### config.mk
export PLATFORM = sky130hd
export DESIGN_NAME = cb_param_ctrl
export DESIGN_NICKNAME = d
export VERILOG_FILES = /design/src/rtl/cb_param_ctrl.sv
export SDC_FILE = /design/constraint.sdc
export NUM_CORES = 1
export LEC_CHECK = 0
export ABC_AREA = 1
export BUFFER_PORTS_ARGS = -buffer_cell sky130_fd_sc_hd__buf_2
export CORE_MARGIN = 10
export CORE_UTILIZATION = 49
export DETAILED_ROUTE_END_ITERATION = 16
export PLACE_DENSITY = 0.71
export SYNTH_ARGS = -nofsm -noshare
export SYNTH_HDL_FRONTEND = slang
export SYNTH_SLANG_ARGS = --single-unit
### constraint.sdc
create_clock -name clk -period 1.77 [get_ports clk]
set_input_delay 0.0885 -clock clk [delete_from_list [all_inputs] [get_ports clk]]
set_output_delay 0.0885 -clock clk [all_outputs]
set_load 0.02 [all_outputs]
### src/rtl/cb_param_ctrl.sv
// Contrast/brightness runtime controller: buttons or host set targets, vsync rising edge commits them.
// Optional CB_RAMP_EN: outputs fade toward targets by STEP per frame instead of jumping in one frame.
module cb_param_ctrl #(
    parameter int CONTRAST_DEF = 4,
    parameter int BRIGHT_DEF   = 32,
    parameter int CONTRAST_MAX = 16,
    parameter int BRIGHT_MAX   = 255,
    parameter int STEP         = 1
) (
    input  logic       clk,
    input  logic       reset,
    input  logic       vsync,
    input  logic       btn_c_up,
    input  logic       btn_c_dn,
    input  logic       btn_b_up,
    input  logic       btn_b_dn,
    input  logic       host_req,
    input  logic [7:0] host_contrast,
    input  logic [7:0] host_bright,
    output logic       host_ack,
    output logic [7:0] contrast,
    output logic [7:0] brightness,
    output logic       busy,
    output logic       frame_apply
);

    typedef enum logic [1:0] {
        IDLE    = 2'd0,
        PENDING = 2'd1,
        APPLY   = 2'd2
    } state_t;

    localparam logic [8:0] STEP9   = 9'(STEP);
    localparam logic [8:0] C_MAX9  = 9'(CONTRAST_MAX);
    localparam logic [8:0] B_MAX9  = 9'(BRIGHT_MAX);
    localparam logic [7:0] C_DEF8  = 8'(CONTRAST_DEF);
    localparam logic [7:0] B_DEF8  = 8'(BRIGHT_DEF);

    state_t     state_q, state_d;
    logic       vsync_d_q;
    logic       req_armed_q, req_armed_d;
    logic       host_ack_q, host_ack_d;
    logic [7:0] tgt_c_q, tgt_c_d;
    logic [7:0] tgt_b_q, tgt_b_d;
    logic [7:0] con_q, con_d;
    logic [7:0] bri_q, bri_d;

    logic vsync_rise;
    logic host_cap;
    logic differ;

    function automatic logic [7:0] clamp_host(input logic [7:0] val, input logic [8:0] max);
        return ({1'b0, val} > max) ? max[7:0] : val;
    endfunction

    function automatic logic [7:0] step_chan(input logic [7:0] cur, input logic up,
                                             input logic dn, input logic [8:0] max);
        logic [8:0] cur9;
        logic [8:0] sum9;
        cur9 = {1'b0, cur};
        sum9 = cur9 + STEP9;
        if (up && !dn) begin
            return (sum9 > max) ? max[7:0] : sum9[7:0];
        end else if (dn && !up) begin
            return (cur9 < STEP9) ? 8'd0 : 8'(cur9 - STEP9);
        end
        return cur;
    endfunction

`ifdef CB_RAMP_EN
    function automatic logic [7:0] ramp_toward(input logic [7:0] cur, input logic [7:0] tgt);
        logic [8:0] diff;
        if (tgt > cur) begin
            diff = {1'b0, tgt} - {1'b0, cur};
            return (diff > STEP9) ? 8'({1'b0, cur} + STEP9) : tgt;
        end else if (tgt < cur) begin
            diff = {1'b0, cur} - {1'b0, tgt};
            return (diff > STEP9) ? 8'({1'b0, cur} - STEP9) : tgt;
        end
        return cur;
    endfunction
`endif

    assign vsync_rise = vsync & ~vsync_d_q;
    assign host_cap   = host_req & req_armed_q;
    assign differ     = (tgt_c_q != con_q) || (tgt_b_q != bri_q);

    // Re-arms only after a cycle with host_req low, so a held request is captured once.
    assign req_armed_d = ~host_req;
    assign host_ack_d  = host_cap;

    // NOTE: every always_comb output gets a default first, so no path can infer a latch.
    always_comb begin
        tgt_c_d = tgt_c_q;
        tgt_b_d = tgt_b_q;
        if (host_cap) begin
            tgt_c_d = clamp_host(host_contrast, C_MAX9);
            tgt_b_d = clamp_host(host_bright, B_MAX9);
        end else begin
            tgt_c_d = step_chan(tgt_c_q, btn_c_up, btn_c_dn, C_MAX9);
            tgt_b_d = step_chan(tgt_b_q, btn_b_up, btn_b_dn, B_MAX9);
        end
    end

    // Outputs load on the transition into APPLY, so frame_apply coincides with the new values.
    always_comb begin
        state_d = state_q;
        con_d   = con_q;
        bri_d   = bri_q;
        unique case (state_q)
            IDLE: begin
                if (differ) state_d = PENDING;
            end
            PENDING: begin
                if (!differ) begin
                    state_d = IDLE;
                end else if (vsync_rise) begin
                    state_d = APPLY;
`ifdef CB_RAMP_EN
                    con_d = ramp_toward(con_q, tgt_c_q);
                    bri_d = ramp_toward(bri_q, tgt_b_q);
`else
                    con_d = tgt_c_q;
                    bri_d = tgt_b_q;
`endif
                end
            end
            APPLY: begin
                state_d = differ ? PENDING : IDLE;
            end
            default: state_d = IDLE;
        endcase
    end

    // NOTE: sequential state uses non-blocking assignments so every register samples pre-edge values.
    always_ff @(posedge clk or negedge reset) begin
        if (!reset) begin
            state_q     <= IDLE;
            vsync_d_q   <= 1'b1;
            req_armed_q <= 1'b1;
            host_ack_q  <= 1'b0;
            tgt_c_q     <= C_DEF8;
            tgt_b_q     <= B_DEF8;
            con_q       <= C_DEF8;
            bri_q       <= B_DEF8;
        end else begin
            state_q     <= state_d;
            vsync_d_q   <= vsync;
            req_armed_q <= req_armed_d;
            host_ack_q  <= host_ack_d;
            tgt_c_q     <= tgt_c_d;
            tgt_b_q     <= tgt_b_d;
            con_q       <= con_d;
            bri_q       <= bri_d;
        end
    end

    assign host_ack    = host_ack_q;
    assign contrast    = con_q;
    assign brightness  = bri_q;
    assign busy        = (state_q != IDLE);
    assign frame_apply = (state_q == APPLY);

endmodule

# [Word-level counts from Yosys, hierarchy flattened]
# Cells that the tools add are included.
[classes] addsub=4 n_lt_le_gt_ge=5 n_eq_ne=6 muxes=24 bitwise_logic=4 n_reduce_logical=15
[ops] cell="8-bit two-way mux" n=13
[ops] cell="8-bit by 1-bit adder with 9-bit output (second input constant)" n=2
[ops] cell="8-bit by 1-bit less-than comparator with 1-bit output (second input constant)" n=2
[ops] cell="8-bit != test" n=2
[ops] cell="8-bit by 1-bit subtractor with 8-bit output (second input constant)" n=2
[ops] cell="9-bit by 5-bit > comparator with 1-bit output (second input constant)" n=1
[ops] cell="9-bit by 8-bit > comparator with 1-bit output (second input constant)" n=1
[ops] cell="8-bit by 5-bit > comparator with 1-bit output (second input constant)" n=1
[ops] cell="1-bit two-way mux" n=7
[ops] cell="2-bit two-way mux" n=3
[ops] cell="2-bit one-hot mux with 3 select lines" n=1
[ops] cell="2-bit nonzero test" n=3
[ops] cell="1-bit logical AND" n=4
[ops] cell="1-bit zero test" n=4
[ops] cell="3-bit != test (second input constant)" n=1
[ops] cell="3-bit AND reduction" n=1
[ops] cell="1-bit bitwise AND" n=2
[ops] cell="2-bit by 1-bit equality test with 1-bit output (second input constant)" n=1
[ops] cell="2-bit equality test (second input constant)" n=1
[ops] cell="2-bit zero test" n=1
[ops] cell="2-bit != test (second input constant)" n=1
[ops] cell="1-bit inverter" n=2
[ops] cell="2-bit AND reduction" n=1
[ops] cell="1-bit logical OR" n=1
[word_totals] ff_bits=37 out_inout_bits=19 elab_cells=66

# [Depth between registers and ports, before layout]
[logic_depth] ltp_word=7 mapped_depth=13 mapped_depth_nobuf=13

# [Least setup slack after synthesis]
# Ideal clock, no wire load.
[synth_timing] path_type="register -> register" start="register tgt_b_q[0]" end="register tgt_b_q[3]" setup_time_ps=132 t_arrival_ps=1451 path_slack_ps=187 path_stages_with_launch=10 n_path_buf=0 period_less_slack_ps=1583 cell_sequence="dfrtp_1 > inv_1 > ha_1 > nand3_1 > nor2_2 > nor2_4 > o21ai_0 > nand3_1 > o211ai_1 > o21ai_0"
[synth_between] elab_chain_len=6 word_cells_on_any_way=10 classes_between="add/sub (2); order compare (2); mux (6)"
[synth_lines] element="start: declaration" line="44" source="logic [7:0] tgt_b_q, tgt_b_d;"
[synth_lines] element="start signal: assignment" line="152" source="tgt_b_q <= tgt_b_d;"
[synth_lines] element="8-bit by 1-bit adder with 9-bit output, or another cell as far along" line="61" source="sum9 = cur9 + STEP9;"
[synth_lines] element="9-bit by 8-bit > comparator with 1-bit output or 8-bit two-way mux (tied branches)" line="63, 65"
[synth_lines] element="8-bit two-way mux (on tied branches)" line="63, 64"
[synth_lines] element="8-bit two-way mux (*)" line="62" source="if (up && !dn) begin"
[synth_lines] element="8-bit two-way mux (*)" line="67" source="return cur;"
[synth_lines] element="8-bit two-way mux (*)" line="96" source="if (host_cap) begin"
# Mark *: on every way between the ends. The rest lies on a longest branch, timed or not. The select of a mux whose other input is x is not followed.
# A chain may end at the register's enable or synchronous reset.

# [Final worst setup path]
[layout_timing] start="register tgt_c_q[2]" end="register tgt_c_q[2]"
[layout_between] elab_chain_len=6 word_cells_on_any_way=10 classes_between="add/sub (2); order compare (2); mux (6)"
[layout_lines] element="start: declaration" line="43" source="logic [7:0] tgt_c_q, tgt_c_d;"
[layout_lines] element="start signal: assignment" line="151" source="tgt_c_q <= tgt_c_d;"
[layout_lines] element="8-bit by 1-bit adder with 9-bit output, or another cell as far along" line="61"
[layout_lines] element="9-bit by 5-bit > comparator with 1-bit output or 8-bit two-way mux (tied branches)" line="63, 65"
[layout_lines] element="8-bit two-way mux (on tied branches)" line="63, 64"
[layout_lines] element="8-bit two-way mux (*)" line="62"
[layout_lines] element="8-bit two-way mux (*)" line="67"
[layout_lines] element="8-bit two-way mux (*)" line="96"
# Marks and branches as above.

==> reports/results.tsv <==
stage	metric	value	unit
power_and_ir_drop	PD cells	1440	nW/µm²
sta	Final setup viols	0	
route	drt pass-1 iters	4	
grt	Total Routing Usage GR	0.151	
clock_network	buffer depth of the longest clock path	2	
place	input/output buffers	42	
yosys	register bit count reported by yosys	37	
floorplanning	Die Span Y	93.8	µm
yosys	post-synthesis cell type count	34	
yosys	Syn Nets	411	
yosys	Post-synth ARST share	1.00	
floorplanning	row cnt	26	
clock_network	CTS tree	built	
route	DR WL met2	3.06	mm
route	wl on met1	3.39	mm
yosys	Yosys warning count	0	
grt	first-pass GRT wire length	11.1	mm
clock_network	clock-pin slew on the worst setup and hold paths	0.08	ns
clock_network	Num CTS Buffers	5	
worst_setup_path	CP required	2.00	ns
sta	period utilization	0.971	
final_layout	Final nets	471	
route	Vias/cell	5.10	
worst_setup_path	setup slack, reg-to-reg	0.05	ns
route	routed wl met3	438	µm
route	WL final	6.96	mm
power_and_ir_drop	Lkg Pwr	1.66	nW
yosys	Synth area leader	dfrtp_1	
sta	worst slew pin tran	0.477	ns
grt	initial antenna violation count	0	
sta	clock skew	0.00572	ns
final_layout	Layout area overhead	24.1	%
yosys	number of enable flip-flop cells after synthesis	0	
clock_network	H-tree depth	2	
route	wire per inst	13.6	µm
route	via count	2601	
sta	Period minus WS final	1.72	ns
yosys	Mapped Avg Cell Area	7.04	µm²
worst_setup_path	CP Max Fanout	5	
worst_setup_path	CP Capture Type	register	
yosys	Synth top cells by count	108 x nand2_1, 50 x inv_1, 31 x dfrtp_1	
min_path	Hold WC Path Type	primary input to register	
route	DRC errors left	0	
final_layout	Layout fillers	487	
place	gpl congestion	0.919	
clock_network	clock latency on the worst-skew pair	0.29	ns
grt	GRT overflow	0	
floorplanning	Top Ports	43	
power_and_ir_drop	Flop pwr share	0.336	
sta	Max Fclk	582	MHz
power_and_ir_drop	Pwr Total	4.76	mW
sta	final hold vios	0	
final_layout	ANT cells	0	
sta	RSZ-0062 raised after global routing	yes	
worst_setup_path	critical path class	register to register	
final_layout	storage element area	941	µm²
floorplanning	Initial Utilization	0.512	
clock_network	# clock sinks	37	
floorplanning	Die Footprint	8800	µm²
sta	Final Max Slew Viols	0	
clock_network	clk root buf	clkbuf_8	
power_and_ir_drop	worst vdd ir	0.614	mV
yosys	Seq/Total Area, Yosys	0.350	
power_and_ir_drop	net switching power	2.23	mW
route	initial DRC count	184	
yosys	most numerous cell in the Yosys netlist	nand2_1	
grt	pin count of the biggest net entering global routing	38	
floorplanning	DIE WIDTH	93.8	µm
route	Antenna Nets Post-Route	0	
grt	number of global-route vias before repair	2368	
worst_setup_path	CP startpoint kind	register	
power_and_ir_drop	Logic pwr share	0.542	
job	Max-Cap Viols	0	
power_and_ir_drop	Sw Ratio	0.467	
final_layout	Final Cell Area	3310	µm²
place	hpwl dp	4.84	mm
place	placed instance area	2990	µm²
sta	Worst slew margin	0.682	
final_layout	layout cells sized above 1	0.275	
yosys	mapped cell area	2670	µm²
yosys	post-synthesis cell count	379	
floorplanning	area of the core	5200	µm²
yosys	post-synth top area share	0.291	
yosys	synth top area cells	dfrtp_1 29%, nand2_1 15%, inv_1 7.0%	
power_and_ir_drop	power share of the clock group	0.122	
run_status	status	finished clean	
final_layout	footprint of the multi-input gates	1540	µm²
worst_setup_path	Critical Path AT	1.95	ns
route	DR top layer	met4	
power_and_ir_drop	Power Internal	2.54	mW
yosys	Top FF cell, synth	dfrtp_1	
-- what timing repair did --
action,CTS,global route
setup buffers,0,6
hold buffers,3,0
hold endpoints to repair,33,0
endpoints found under the setup margin,0,32
resized for setup,0,31
-- path summary, 6_finish.rpt --
path / from / end / depth (start not counted)
worst min register to register: brightness[5] / brightness[5] / 2
max in group asynchronous: reset / tgt_b_q[3] / 3
worst min-delay path: host_bright[5] / tgt_b_q[5] / 3
worst max-delay path: tgt_c_q[2] / tgt_c_q[2] / 11
min in group asynchronous: reset / tgt_c_q[6] / 3
worst max register to register: tgt_c_q[2] / tgt_c_q[2] / 11
-- routing by layer --
metal / up-vias / track usage
met4: 0 / 0.0443
li1: 1324 / -
met5: - / 0
met3: 9 / 0.0368
met2: 73 / 0.217
met1: 1195 / 0.217
-- power by group through the flow --
| stage | logic [mW] | clock network [mW] | registers, mW |
|---|---|---|---|
| after global placement | 2.19 | 0 | 1.59 |
| final | 2.58 | 0.583 | 1.60 |
| after floorplan | 1.62 | 0 | 1.59 |
| after detailed placement | 2.21 | 0 | 1.60 |
| after CTS | 2.23 | 0.598 | 1.59 |
| after global routing | 2.91 | 0.630 | 1.65 |
-- critical path, stage by stage (launching register included) --
cell and delay (ns):
dfstp_2 0.61, buf_12 0.13, nand3_1 0.10, inv_2 0.08
nand2_1 0.08, nand2_1 0.08, nand2_1 0.07, nand2_2 0.08
nand4_4 0.12, o21bai_1 0.18, nand2_1 0.06, nand2_1 0.06
-- layout by cell type (no fill, tap or decap), types with 3 or more instances in the layout --
master,Yosys,layout
dfstp_2,6,6
inv_2,6,9
o21ai_1,19,18
nor2_1,25,21
o21ai_0,17,17
nor2_4,2,5
buf_4,5,16
nand2_2,4,6
ha_1,8,5
nand3_2,2,4
xnor2_1,17,17
o211ai_1,3,3
buf_2,4,42
o22ai_1,3,3
dfrtp_1,31,25
nand3_1,25,23
nor2_2,4,5
nand4_1,9,9
xor2_1,8,8
nand2_1,108,105
clkbuf_8,0,5
dfrtp_2,0,6
inv_1,50,47
a21oi_1,5,3
dlygate4sd3_1,0,3
-- logic make-up after synthesis --
kind of cell / Yosys count / share of synthesized area
XOR/XNOR: 25 / 0.0821
adder cells (fa/ha/maj): 8 / 0.0375
buffers and inverters: 68 / 0.107
flip-flops: 37 / 0.350
AO/OA/AOI/OAI: 54 / 0.112
AND/OR/NAND/NOR: 187 / 0.311
-- stage by stage --
step | TNS, ns | util | cells | hold WS, ns | worst slack (ns)
after detailed placement | 0 | 0.575 | 491 | 0.162 | 0.0643
final | 0 | 0.636 | 510 | 0.0866 | 0.0520
after global routing | -0.420 | 0.636 | 510 | 0.0819 | -0.0742
after floorplan | 0 | - | 379 | -0.207 | 0.187
after global placement | 0 | 0.575 | 491 | 0.162 | 0.0591
after CTS | 0 | 0.596 | 502 | 0.0790 | 0.0467
-- flip-flops by register name, indices dropped and copies added (netlist names) --
| signal | count |
|---|---|
| state_q | 2 |
| contrast | 8 |
| req_armed_q | 1 |
| host_ack | 1 |
| tgt_b_q | 8 |
| tgt_c_q | 8 |
| brightness | 8 |
| vsync_d_q | 1 |
-- cell type report --
| cell class | instances | area share |
|---|---|---|
| clock inverter | 2 | 0.00302 |
| multi-input combinational | 274 | 0.465 |
| clock buffer | 6 | 0.0219 |
| timing repair buffer | 65 | 0.136 |
| sequential | 37 | 0.284 |
| tap | 70 | 0.0265 |
| inverter | 56 | 0.0635 |
Power figures use the tool's default switching activity.
